$ cat src/rtl/regbank_seq_pkg.sv
// Shared definitions for the register-bank command sequencer: widths, command
// opcodes, sequencer states, bank write-mode codes and the command payload.
package regbank_seq_pkg;

    localparam int unsigned DATA_W = 64;
    localparam int unsigned ADDR_W = 4;
    localparam int unsigned STAT_W = 16;

    // Command opcodes as presented on cmd_op
    typedef enum logic [1:0] {
        OP_NOP   = 2'b00,
        OP_READ  = 2'b01,
        OP_WRITE = 2'b10,
        OP_MOVE  = 2'b11
    } op_e;

    // Sequencer states
    typedef enum logic [2:0] {
        IDLE  = 3'd0,
        RD    = 3'd1,
        OPV   = 3'd2,
        WR    = 3'd3,
        MV_RD = 3'd4,
        MV_WR = 3'd5
    } state_e;

    // Bank write-mode codes carried on rb_endreg
    typedef enum logic [1:0] {
        WM_FULL = 2'b00,
        WM_LO   = 2'b01,
        WM_HI   = 2'b10,
        WM_SWAP = 2'b11
    } wmode_e;

    // Command payload sampled at acceptance
    typedef struct packed {
        logic [ADDR_W-1:0] dst;
        logic [ADDR_W-1:0] src_a;
        logic [ADDR_W-1:0] src_b;
        logic [1:0]        cnst;
        logic [1:0]        mode;
        logic [DATA_W-1:0] data;
    } cmd_t;

    // Write-side fields that must survive past acceptance (used in WR / MV_WR)
    typedef struct packed {
        logic [ADDR_W-1:0] dst;
        logic [1:0]        mode;
        logic [DATA_W-1:0] data;
    } wr_t;

    // Registered bank control bundle (everything except rb_inA)
    typedef struct packed {
        logic              regwen;
        logic              enrreg_a;
        logic              enrreg_b;
        logic              cnst_a;
        logic              cnst_b;
        logic [ADDR_W-1:0] selwreg;
        logic [ADDR_W-1:0] sel_a;
        logic [ADDR_W-1:0] sel_b;
        logic [1:0]        endreg;
    } ctrl_t;

endpackage

$ cat src/rtl/regbank_seq_stats.sv
// Saturating per-opcode acceptance counters for the sequencer.
// Ports: clock/reset (async active-low); inc_rd/inc_wr/inc_mv one-cycle
// increment strobes; stat_rd/stat_wr/stat_mv 16-bit saturating counts.
module regbank_seq_stats
    import regbank_seq_pkg::*;
(
    input  logic              clock,
    input  logic              reset,
    input  logic              inc_rd,
    input  logic              inc_wr,
    input  logic              inc_mv,
    output logic [STAT_W-1:0] stat_rd,
    output logic [STAT_W-1:0] stat_wr,
    output logic [STAT_W-1:0] stat_mv
);

    // Counters stick at all-ones instead of wrapping
    always_ff @(posedge clock or negedge reset) begin
        if (!reset) begin
            stat_rd <= '0;
            stat_wr <= '0;
            stat_mv <= '0;
        end else begin
            if (inc_rd && (stat_rd != '1)) stat_rd <= stat_rd + STAT_W'(1);
            if (inc_wr && (stat_wr != '1)) stat_wr <= stat_wr + STAT_W'(1);
            if (inc_mv && (stat_mv != '1)) stat_mv <= stat_mv + STAT_W'(1);
        end
    end

endmodule

$ cat src/rtl/regbank_seq.sv
// Command sequencer and sole master of the 16x64 register bank controls.
// Accepts one READ/WRITE/MOVE/NOP command at a time (cmd_valid/cmd_ready),
// produces timed bank pulses (rb_*), and hands READ operands downstream
// (opd_valid/opd_ready). busy flags any non-idle state.
// Optional REGBANK_SEQ_STATS_EN adds stat_rd/stat_wr/stat_mv counters.
// Ports: clock, reset (async active-low); cmd_* command channel; rb_* bank
// controls plus rb_outA bank read-back; opd_valid/opd_ready; busy; stat_*.
module regbank_seq
    import regbank_seq_pkg::*;
(
    input  logic              clock,
    input  logic              reset,
    input  logic              cmd_valid,
    output logic              cmd_ready,
    input  logic [1:0]        cmd_op,
    input  logic [ADDR_W-1:0] cmd_dst,
    input  logic [ADDR_W-1:0] cmd_srcA,
    input  logic [ADDR_W-1:0] cmd_srcB,
    input  logic [1:0]        cmd_cnst,
    input  logic [1:0]        cmd_mode,
    input  logic [DATA_W-1:0] cmd_data,
    output logic              rb_regwen,
    output logic              rb_enrregA,
    output logic              rb_enrregB,
    output logic              rb_cnstA,
    output logic              rb_cnstB,
    output logic [ADDR_W-1:0] rb_selwreg,
    output logic [ADDR_W-1:0] rb_seloutA,
    output logic [ADDR_W-1:0] rb_seloutB,
    output logic [1:0]        rb_endreg,
    output logic [DATA_W-1:0] rb_inA,
    input  logic [DATA_W-1:0] rb_outA,
    output logic              opd_valid,
    input  logic              opd_ready,
    output logic              busy
`ifdef REGBANK_SEQ_STATS_EN
    ,
    output logic [STAT_W-1:0] stat_rd,
    output logic [STAT_W-1:0] stat_wr,
    output logic [STAT_W-1:0] stat_mv
`endif
);

    state_e state_q, state_d;
    ctrl_t  ctrl_q, ctrl_d;
    wr_t    wr_q;
    cmd_t   cmd_in;
    op_e    op_in;
    logic   accept;
    logic   ready_q, ready_d;
    logic   opd_valid_q, opd_valid_d;
    logic   busy_q, busy_d;
    logic   mv_wr_q, mv_wr_d;

    assign cmd_in = '{dst: cmd_dst, src_a: cmd_srcA, src_b: cmd_srcB,
                      cnst: cmd_cnst, mode: cmd_mode, data: cmd_data};
    assign op_in  = op_e'(cmd_op);
    assign accept = cmd_valid & ready_q;

    // Next state, and bank controls decoded from the state being entered so
    // that each pulse is registered and lines up with its state
    always_comb begin
        state_d     = state_q;
        ctrl_d      = '0;
        ready_d     = 1'b0;
        opd_valid_d = 1'b0;
        busy_d      = 1'b0;
        mv_wr_d     = 1'b0;

        case (state_q)
            IDLE: begin
                if (accept) begin
                    case (op_in)
                        OP_READ:  state_d = RD;
                        OP_WRITE: state_d = WR;
                        OP_MOVE:  state_d = MV_RD;
                        default:  state_d = IDLE;
                    endcase
                end
            end
            RD:      state_d = OPV;
            OPV:     if (opd_ready) state_d = IDLE;
            WR:      state_d = IDLE;
            MV_RD:   state_d = MV_WR;
            MV_WR:   state_d = IDLE;
            default: state_d = IDLE;
        endcase

        // RD/WR/MV_RD are only entered on acceptance, so take fields straight
        // from the command; MV_WR uses the fields captured at acceptance
        case (state_d)
            RD: begin
                ctrl_d.enrreg_a = 1'b1;
                ctrl_d.enrreg_b = 1'b1;
                ctrl_d.sel_a    = cmd_in.src_a;
                ctrl_d.sel_b    = cmd_in.src_b;
                ctrl_d.cnst_a   = cmd_in.cnst[0];
                ctrl_d.cnst_b   = cmd_in.cnst[1];
            end
            WR: begin
                ctrl_d.regwen  = 1'b1;
                ctrl_d.selwreg = cmd_in.dst;
                ctrl_d.endreg  = cmd_in.mode;
            end
            MV_RD: begin
                ctrl_d.enrreg_a = 1'b1;
                ctrl_d.sel_a    = cmd_in.src_a;
                ctrl_d.cnst_a   = cmd_in.cnst[0];
            end
            MV_WR: begin
                ctrl_d.regwen  = 1'b1;
                ctrl_d.selwreg = wr_q.dst;
                ctrl_d.endreg  = wr_q.mode;
            end
            default: ;
        endcase

        ready_d     = (state_d == IDLE);
        opd_valid_d = (state_d == OPV);
        busy_d      = (state_d != IDLE);
        mv_wr_d     = (state_d == MV_WR);
    end

    // State and registered outputs; reset also kills any write in flight
    always_ff @(posedge clock or negedge reset) begin
        if (!reset) begin
            state_q     <= IDLE;
            ctrl_q      <= '0;
            wr_q        <= '0;
            ready_q     <= 1'b0;
            opd_valid_q <= 1'b0;
            busy_q      <= 1'b0;
            mv_wr_q     <= 1'b0;
        end else begin
            state_q     <= state_d;
            ctrl_q      <= ctrl_d;
            ready_q     <= ready_d;
            opd_valid_q <= opd_valid_d;
            busy_q      <= busy_d;
            mv_wr_q     <= mv_wr_d;
            if (accept) begin
                wr_q <= '{dst: cmd_in.dst, mode: cmd_in.mode, data: cmd_in.data};
            end
        end
    end

    assign cmd_ready  = ready_q;
    assign opd_valid  = opd_valid_q;
    assign busy       = busy_q;
    assign rb_regwen  = ctrl_q.regwen;
    assign rb_enrregA = ctrl_q.enrreg_a;
    assign rb_enrregB = ctrl_q.enrreg_b;
    assign rb_cnstA   = ctrl_q.cnst_a;
    assign rb_cnstB   = ctrl_q.cnst_b;
    assign rb_selwreg = ctrl_q.selwreg;
    assign rb_seloutA = ctrl_q.sel_a;
    assign rb_seloutB = ctrl_q.sel_b;
    assign rb_endreg  = ctrl_q.endreg;

    // MOVE writes back what the bank just read; otherwise the captured data
    assign rb_inA = mv_wr_q ? rb_outA : wr_q.data;

`ifdef REGBANK_SEQ_STATS_EN
    logic inc_rd, inc_wr, inc_mv;

    assign inc_rd = accept && (op_in == OP_READ);
    assign inc_wr = accept && (op_in == OP_WRITE);
    assign inc_mv = accept && (op_in == OP_MOVE);

    regbank_seq_stats u_stats (
        .clock   (clock),
        .reset   (reset),
        .inc_rd  (inc_rd),
        .inc_wr  (inc_wr),
        .inc_mv  (inc_mv),
        .stat_rd (stat_rd),
        .stat_wr (stat_wr),
        .stat_mv (stat_mv)
    );
`endif

endmodule

$ cat config.mk
export PLATFORM = sky130hd
export DESIGN_NAME = regbank_seq
export DESIGN_NICKNAME = d
export VERILOG_FILES = /design/src/rtl/regbank_seq_pkg.sv /design/src/rtl/regbank_seq_stats.sv /design/src/rtl/regbank_seq.sv
export SDC_FILE = /design/constraint.sdc
export NUM_CORES = 1
export LEC_CHECK = 0
export BUFFER_PORTS_ARGS = -buffer_cell sky130_fd_sc_hd__buf_2
export CAP_MARGIN = 30
export CELL_PAD_IN_SITES_DETAIL_PLACEMENT = 1
export CELL_PAD_IN_SITES_GLOBAL_PLACEMENT = 2
export CORE_MARGIN = 2
export CORE_UTILIZATION = 28
export DETAILED_ROUTE_END_ITERATION = 10
export GPL_TIMING_DRIVEN = 1
export PLACE_DENSITY = 0.81
export SETUP_SLACK_MARGIN = 0.2
export SLEW_MARGIN = 20
export SYNTH_ARGS = -nofsm -noshare
export SYNTH_HDL_FRONTEND = slang
export SYNTH_SLANG_ARGS = --single-unit
$ cat constraint.sdc
create_clock -name clock -period 1.95 [get_ports clock]
set_input_delay 0.39 -clock clock [delete_from_list [all_inputs] [get_ports clock]]
set_output_delay 0.39 -clock clock [all_outputs]
set_load 0.1 [all_outputs]
==> results of run 1 <==
-- placed cells by master, fill, tap and decap left out, drive strengths merged, types with 2 or more instances in the layout --
cell type and n:
dfrtp 96, nor2 2, o22ai 6, nand2 6, mux2 134, clkinvlp 2
or3 2, clkinv 2, nor3 8, clkbuf 15, nor3b 6, and3 2
buf 250, inv 10, o2111ai 6, ha 2
-- stage by stage --
stage,cells,util (%),hold slack [ns]
after floorplan,309,-,0.0944
after detailed placement,746,41.7,0.492
after global routing,771,48.9,0.133
after CTS,768,47.1,0.121
final,771,48.9,0.0753
after global placement,746,41.7,0.480
-- what timing repair did --
action / 4_1_cts / 5_1_grt
endpoints found under the setup margin: 64 / 66
gates resized for setup: 120 / 49
setup buffers: 3 / 0
cloned: 3 / 3
hold buffers: 0 / 0
-- registers in the layout, indices dropped and copies added, names as in the netlist, 2 cells and up --
signal,count
rb_seloutB,4
wr_q,70
rb_seloutA,4
rb_endreg,2
state_q,3
rb_selwreg,4
-- logic make-up after synthesis --
kind of cell | count (synthesis) | share of synthesized area [%]
simple gates | 30 | 4.70
mux | 134 | 34.1
fa+ha+maj | 2 | 0.566
compound gates | 18 | 3.25
xor+xnor | 1 | 0.198
buf+inv | 28 | 2.86
flops | 96 | 54.3
-- layer usage --
| metal | share of wire, % | track usage (%) | up-vias |
|---|---|---|---|
| li1 | - | - | 1615 |
| met2 | 54 | 29.9 | 131 |
| met5 | 0 | 0 | - |
| met1 | 39 | 19.2 | 1753 |
| met4 | 1.4 | 5.63 | 0 |
| met3 | 5.2 | 3.67 | 15 |
-- final cells by class --
| cell class | count | area, um2 | area share (%) |
|---|---|---|---|
| Clock buffer | 12 | 256 | 3.42 |
| Clock inverter | 4 | 28.8 | 0.384 |
| Inverter | 10 | 37.5 | 0.501 |
| Multi-Input combinational cell | 185 | 2120 | 28.3 |
| Sequential cell | 96 | 2410 | 32.1 |
| Tap cell | 211 | 264 | 3.52 |
| Timing Repair Buffer | 253 | 2380 | 31.8 |
-- worst max path at each step --
stage | startpoint | to | slack (ns) | cells after the start
2_1_floorplan | mv_wr_q | rb_inA[10] | 0.17 | 3
3_3_place_gp | cmd_op[0] | rb_seloutA[1] | 0.06 | 6
3_5_place_dp | cmd_op[0] | rb_seloutA[3] | -0.02 | 6
4_1_cts | mv_wr_q | rb_inA[5] | -0.06 | 4
5_1_grt | mv_wr_q | rb_inA[16] | -0.12 | 4
6_report | mv_wr_q | rb_inA[10] | -0.06 | 4
==> results.md, run 1 <==
- Outcome: complete, but fails checks
- Failing checks: negative setup slack
- Vias/cell: ~4.6
- Via count: approximately 3500
- Yosys top cell by area: dfrtp_1
- Most used cell, CP: buf_12
- Reg2reg end: rb_regwen
- Clock latency on the worst-skew pair: 0.34 ns
- CTS Buffer Depth: 2
- Share of cells above drive strength 1: about three quarters
- CP Launch Type: flop
- Worst setup margin: -0.0574 ns
- Asr flop ratio synth: 100%
- Slew @ Worst Pin: around 0.7 ns
- Die area: ~0.017 mm2
- Minimum clock period after layout: roughly 2.0 ns
- H-Tree Depth: 3
- Final setup viols: 64
- Max Fanout on Critical Path: 6
- HP Class: input pin to asynchronous set/reset pin
- Clk_skew: around 0.012 ns
- CTS clock-pin slew for the worst setup and hold paths: 0.07 ns
- Routed WL per cell: about 19 um
- Final Max Slew Viols: 0
- Hold Violations, Final: 0
- Root Buffer: clkbuf_16
- Synth top area share: 54.3%
- Count leader, synth: mux2_2
- Slew HR: between 50% and 60%
- Largest net degree at the start of global routing: 97
- Final Cycle Share: 103%
- Die Ht: around 130 um
- Global-route usage over all layers: between 10% and 20%
- Vias in the first global route: between 3000 and 4000
- Maxcap violations: 0
- Critical-path cell list: buf_12 > clkbuf_16 > mux2_4 > buf_12
- First-pass GRT wire length: between 20000 and 25000 um
- Gpl congestion: just over 0.7
- DP HPWL: between 9000 and 10000 um
- Setup crit end kind: primary output
- Critical Path RT: between 1.5 and 2 ns
- RSZ-0062 raised after global routing: yes
- Crit Path Class: flop to primary output
- Mapped Area: around 0.0044 mm2
- # diodes: 0
- Top area cells in the synthesized netlist: dfrtp_1 (54%), mux2_2 (34%), buf_2 (1.9%)
- 1st-iter DRT viols: between 60 and 70
- Pre-CTS setup slack: -0.0162 ns
- Unique masters post-synth: 27
- CP Buf/Inv Count: 3
- Syn-to-layout area delta: 69.4%
- Cell area after layout: approximately 0.0075 mm2
- Number of flops mapped to enable cells by yosys: 0
- Most instantiated cells after synthesis: mux2_2 (134), dfrtp_1 (96), buf_2 (17)
- CP max-delay cell: dfrtp_2
- Initial cell density of the core: between 20 and 30%
- Warnings from Yosys: 0
- Post-synthesis average cell area: around 14 um2
- Largest stage delay, worst path: roughly 0.45 ns
- CTS tree: done
- R2R Setup Slk: 0.31 ns
- Syn nets: roughly 460
- Io pins: roughly 240
- Clock net sink count: 96
- CP arrival: about 1.6 ns
- Num CTS Buffers: 9
- # rows: 45
- #FFs+latches synth: 96
- Cell Area, Placed: 0.00639 mm2
- Max Clock Freq: 498 MHz
- Setup tns final: -2.15 ns
- R2r startpoint: state_q[0]
- Overflow after GRT: 0
- Routed Antenna Nets: 0
- Worst path top cell family by delay: buffers and inverters
- Filler instances: about 1600
- Pre-antenna DRT Iters: 4
- Initial antenna violation count: 0
- Core area: roughly 0.015 mm2
- Cell count after synthesis: between 300 and 400
- WL final: between 10000 and 15000 um
- R2R depth: 4
- I/O Buffers: about 240
- Sequential fraction of the synthesis area: 54.3%
- Die Wd: roughly 130 um
- Synth Flop Type: dfrtp_1
- DRC viols: 0
- Nets: 707
Power of run 1 is left out: the tool's default activity adds up to more than one toggle a clock period on the data nets, which glitch-free logic cannot reach.
==> run 2, diff against run 1 <==
--- a/config.mk
+++ b/config.mk
@@ -13,6 +13,7 @@
 export CORE_UTILIZATION = 28
 export DETAILED_ROUTE_END_ITERATION = 10
 export GPL_TIMING_DRIVEN = 1
+export MAX_ROUTING_LAYER = met4
 export PLACE_DENSITY = 0.81
 export SETUP_SLACK_MARGIN = 0.2
 export SLEW_MARGIN = 20
==> results.md, run 2 (same netlist as run 1, synthesis figures left out) <==
- Outcome: complete, but fails checks
- Failing checks: negative setup slack
- Setup crit end kind: primary output
- R2R depth: 4 (unchanged)
- Max Clock Freq: 499 MHz (+0.13%)
- Io pins: 236 (unchanged)
- Maxcap violations: 0 (unchanged)
- Minimum clock period after layout: 2.00 ns (-0.00266 ns)
- Num CTS Buffers: 9 (unchanged)
- First-pass GRT wire length: 21000 um (-0.17%)
- Max reg flops: 70 (unchanged)
- Clk_skew: 0.0117 ns (+0.0000572 ns)
- 1st-iter DRT viols: 59 (-14%)
- Clock latency on the worst-skew pair: 0.34 ns (about the same)
- Nets: 707 (unchanged)
- R2r startpoint: state_q[0]
- Crit Path Class: flop to primary output
- WL final: 14300 um (about the same)
- Die Wd: 130 um (unchanged)
- Most flop-heavy register: wr_q
- Largest net degree at the start of global routing: 97 (unchanged)
- Final Cycle Share: 103% (-0.14 points)
- CP arrival: 1.61 ns (about the same)
- Most common cell after layout, fill and taps aside: buf_2
- DP HPWL: 9950 um (unchanged)
- Vias in the first global route: 3926 (+0.15%)
- Die Ht: 130 um (unchanged)
- Die area: 0.0168 mm2 (unchanged)
- Initial antenna violation count: 0 (unchanged)
- Most frequent cells in the layout: buf_2 (170), dfrtp_1 (94), mux2_2 (81)
- Routed Antenna Nets: 0 (unchanged)
- Initial cell density of the core: 28.9% (unchanged)
- Syn-to-layout area delta: 69.4% (unchanged)
- HP Class: input pin to asynchronous set/reset pin
- Share of cells above drive strength 1: 74.5% (unchanged)
- Critical Path RT: 1.56 ns (about the same)
- CP Launch Type: flop
- Worst Setup SP: mv_wr_q
- Largest stage delay, worst path: 0.45 ns (about the same)
- Hold Violations, Final: 0 (unchanged)
- Routed WL per cell: 18.6 um (about the same)
- CTS clock-pin slew for the worst setup and hold paths: 0.07 ns (about the same)
- CP max-delay cell: dfrtp_2
- I/O Buffers: 235 (unchanged)
- RSZ-0062 raised after global routing: yes
- Max Fanout on Critical Path: 6 (unchanged)
- # rows: 45 (unchanged)
- Root Buffer: clkbuf_16
- CTS tree: done
- Vias/cell: 4.57 (+0.37%)
- Setup tns final: -2.10 ns (+0.0430 ns)
- Core area: 0.0153 mm2 (unchanged)
- CTS Buffer Depth: 2 (unchanged)
- H-Tree Depth: 3 (unchanged)
- Critical-path cell list: buf_12 > clkbuf_16 > mux2_4 > buf_12
- Gpl congestion: 0.733 (+1.2%)
- Pre-antenna DRT Iters: 4 (unchanged)
- DRC viols: 0 (unchanged)
- Final setup viols: 64 (unchanged)
- Global-route usage over all layers: 17.0% (+0.47 points)
- Slew @ Worst Pin: 0.716 ns (+0.000720 ns)
- Slew HR: 52.3% (about the same)
- Clock net sink count: 96 (unchanged)
- Hold buffer count at CTS: 0 (unchanged)
- Via count: 3527 (+0.37%)
- # diodes: 0 (unchanged)
- Overflow after GRT: 0 (unchanged)
- Final Max Slew Viols: 0 (unchanged)
- Hold Worst Slack: 0.0724 ns (-0.00295 ns)
- Most used cell, CP: buf_12
- Worst setup margin: -0.0547 ns (+0.00266 ns)
## run 2: final cells by class
class	instances	area [um2]
tap	211	264
clock inverter	4	28.8
clock buffer	12	256
inverter	10	37.5
fill	1582	7820
multi-input combinational	185	2120
timing repair buffer	253	2380
sequential	96	2410
## run 2: per-layer routing
metal | GRT usage [%] | share of wire, % | vias to the layer above
li1 | - | - | 1615
met2 | 30.0 | 54 | 134
met5 | - | 0 | -
met4 | 5.63 | 1.6 | 0
met3 | 3.22 | 5.0 | 16
met1 | 19.3 | 40 | 1762
## run 2: through the flow
| step | worst slack (ns) | cell area [um2] | utilization (%) | std cells |
|---|---|---|---|---|
| final | -0.0547 | 7490 | 48.9 | 771 |
| after global placement | 0.0558 | 6390 | 41.7 | 746 |
| after floorplan | 0.171 | 4450 | - | 309 |
| after detailed placement | -0.0162 | 6390 | 41.7 | 746 |
| after CTS | -0.0631 | 7220 | 47.1 | 768 |
| after global routing | -0.118 | 7490 | 48.9 | 771 |
## run 2: repair_timing
action,in CTS,in global routing
endpoints found under the hold margin,0,0
pin swaps,0,0
cloned,3,3
resized for setup,120,49
buffers inserted,3,0
setup endpoints to repair,64,66
## run 2: final timing paths
kind	to	slack (ns)
worst max register to register	rb_regwen	0.31
min in group clock	rb_cnstB	0.26
worst min-delay path	state_q[1]	0.07
worst min register to register	wr_q[66]	0.50
worst max-delay path	rb_inA[10]	-0.05
max in group asynchronous	wr_q[33]	1.42
## run 2: worst max-delay path: cells and delay by family, from the launching register on
family   cells  cell delay [ns]
flops        1             0.45
buf+inv      3             0.49
mux          1             0.32
Power of run 2 is left out for the same reason.
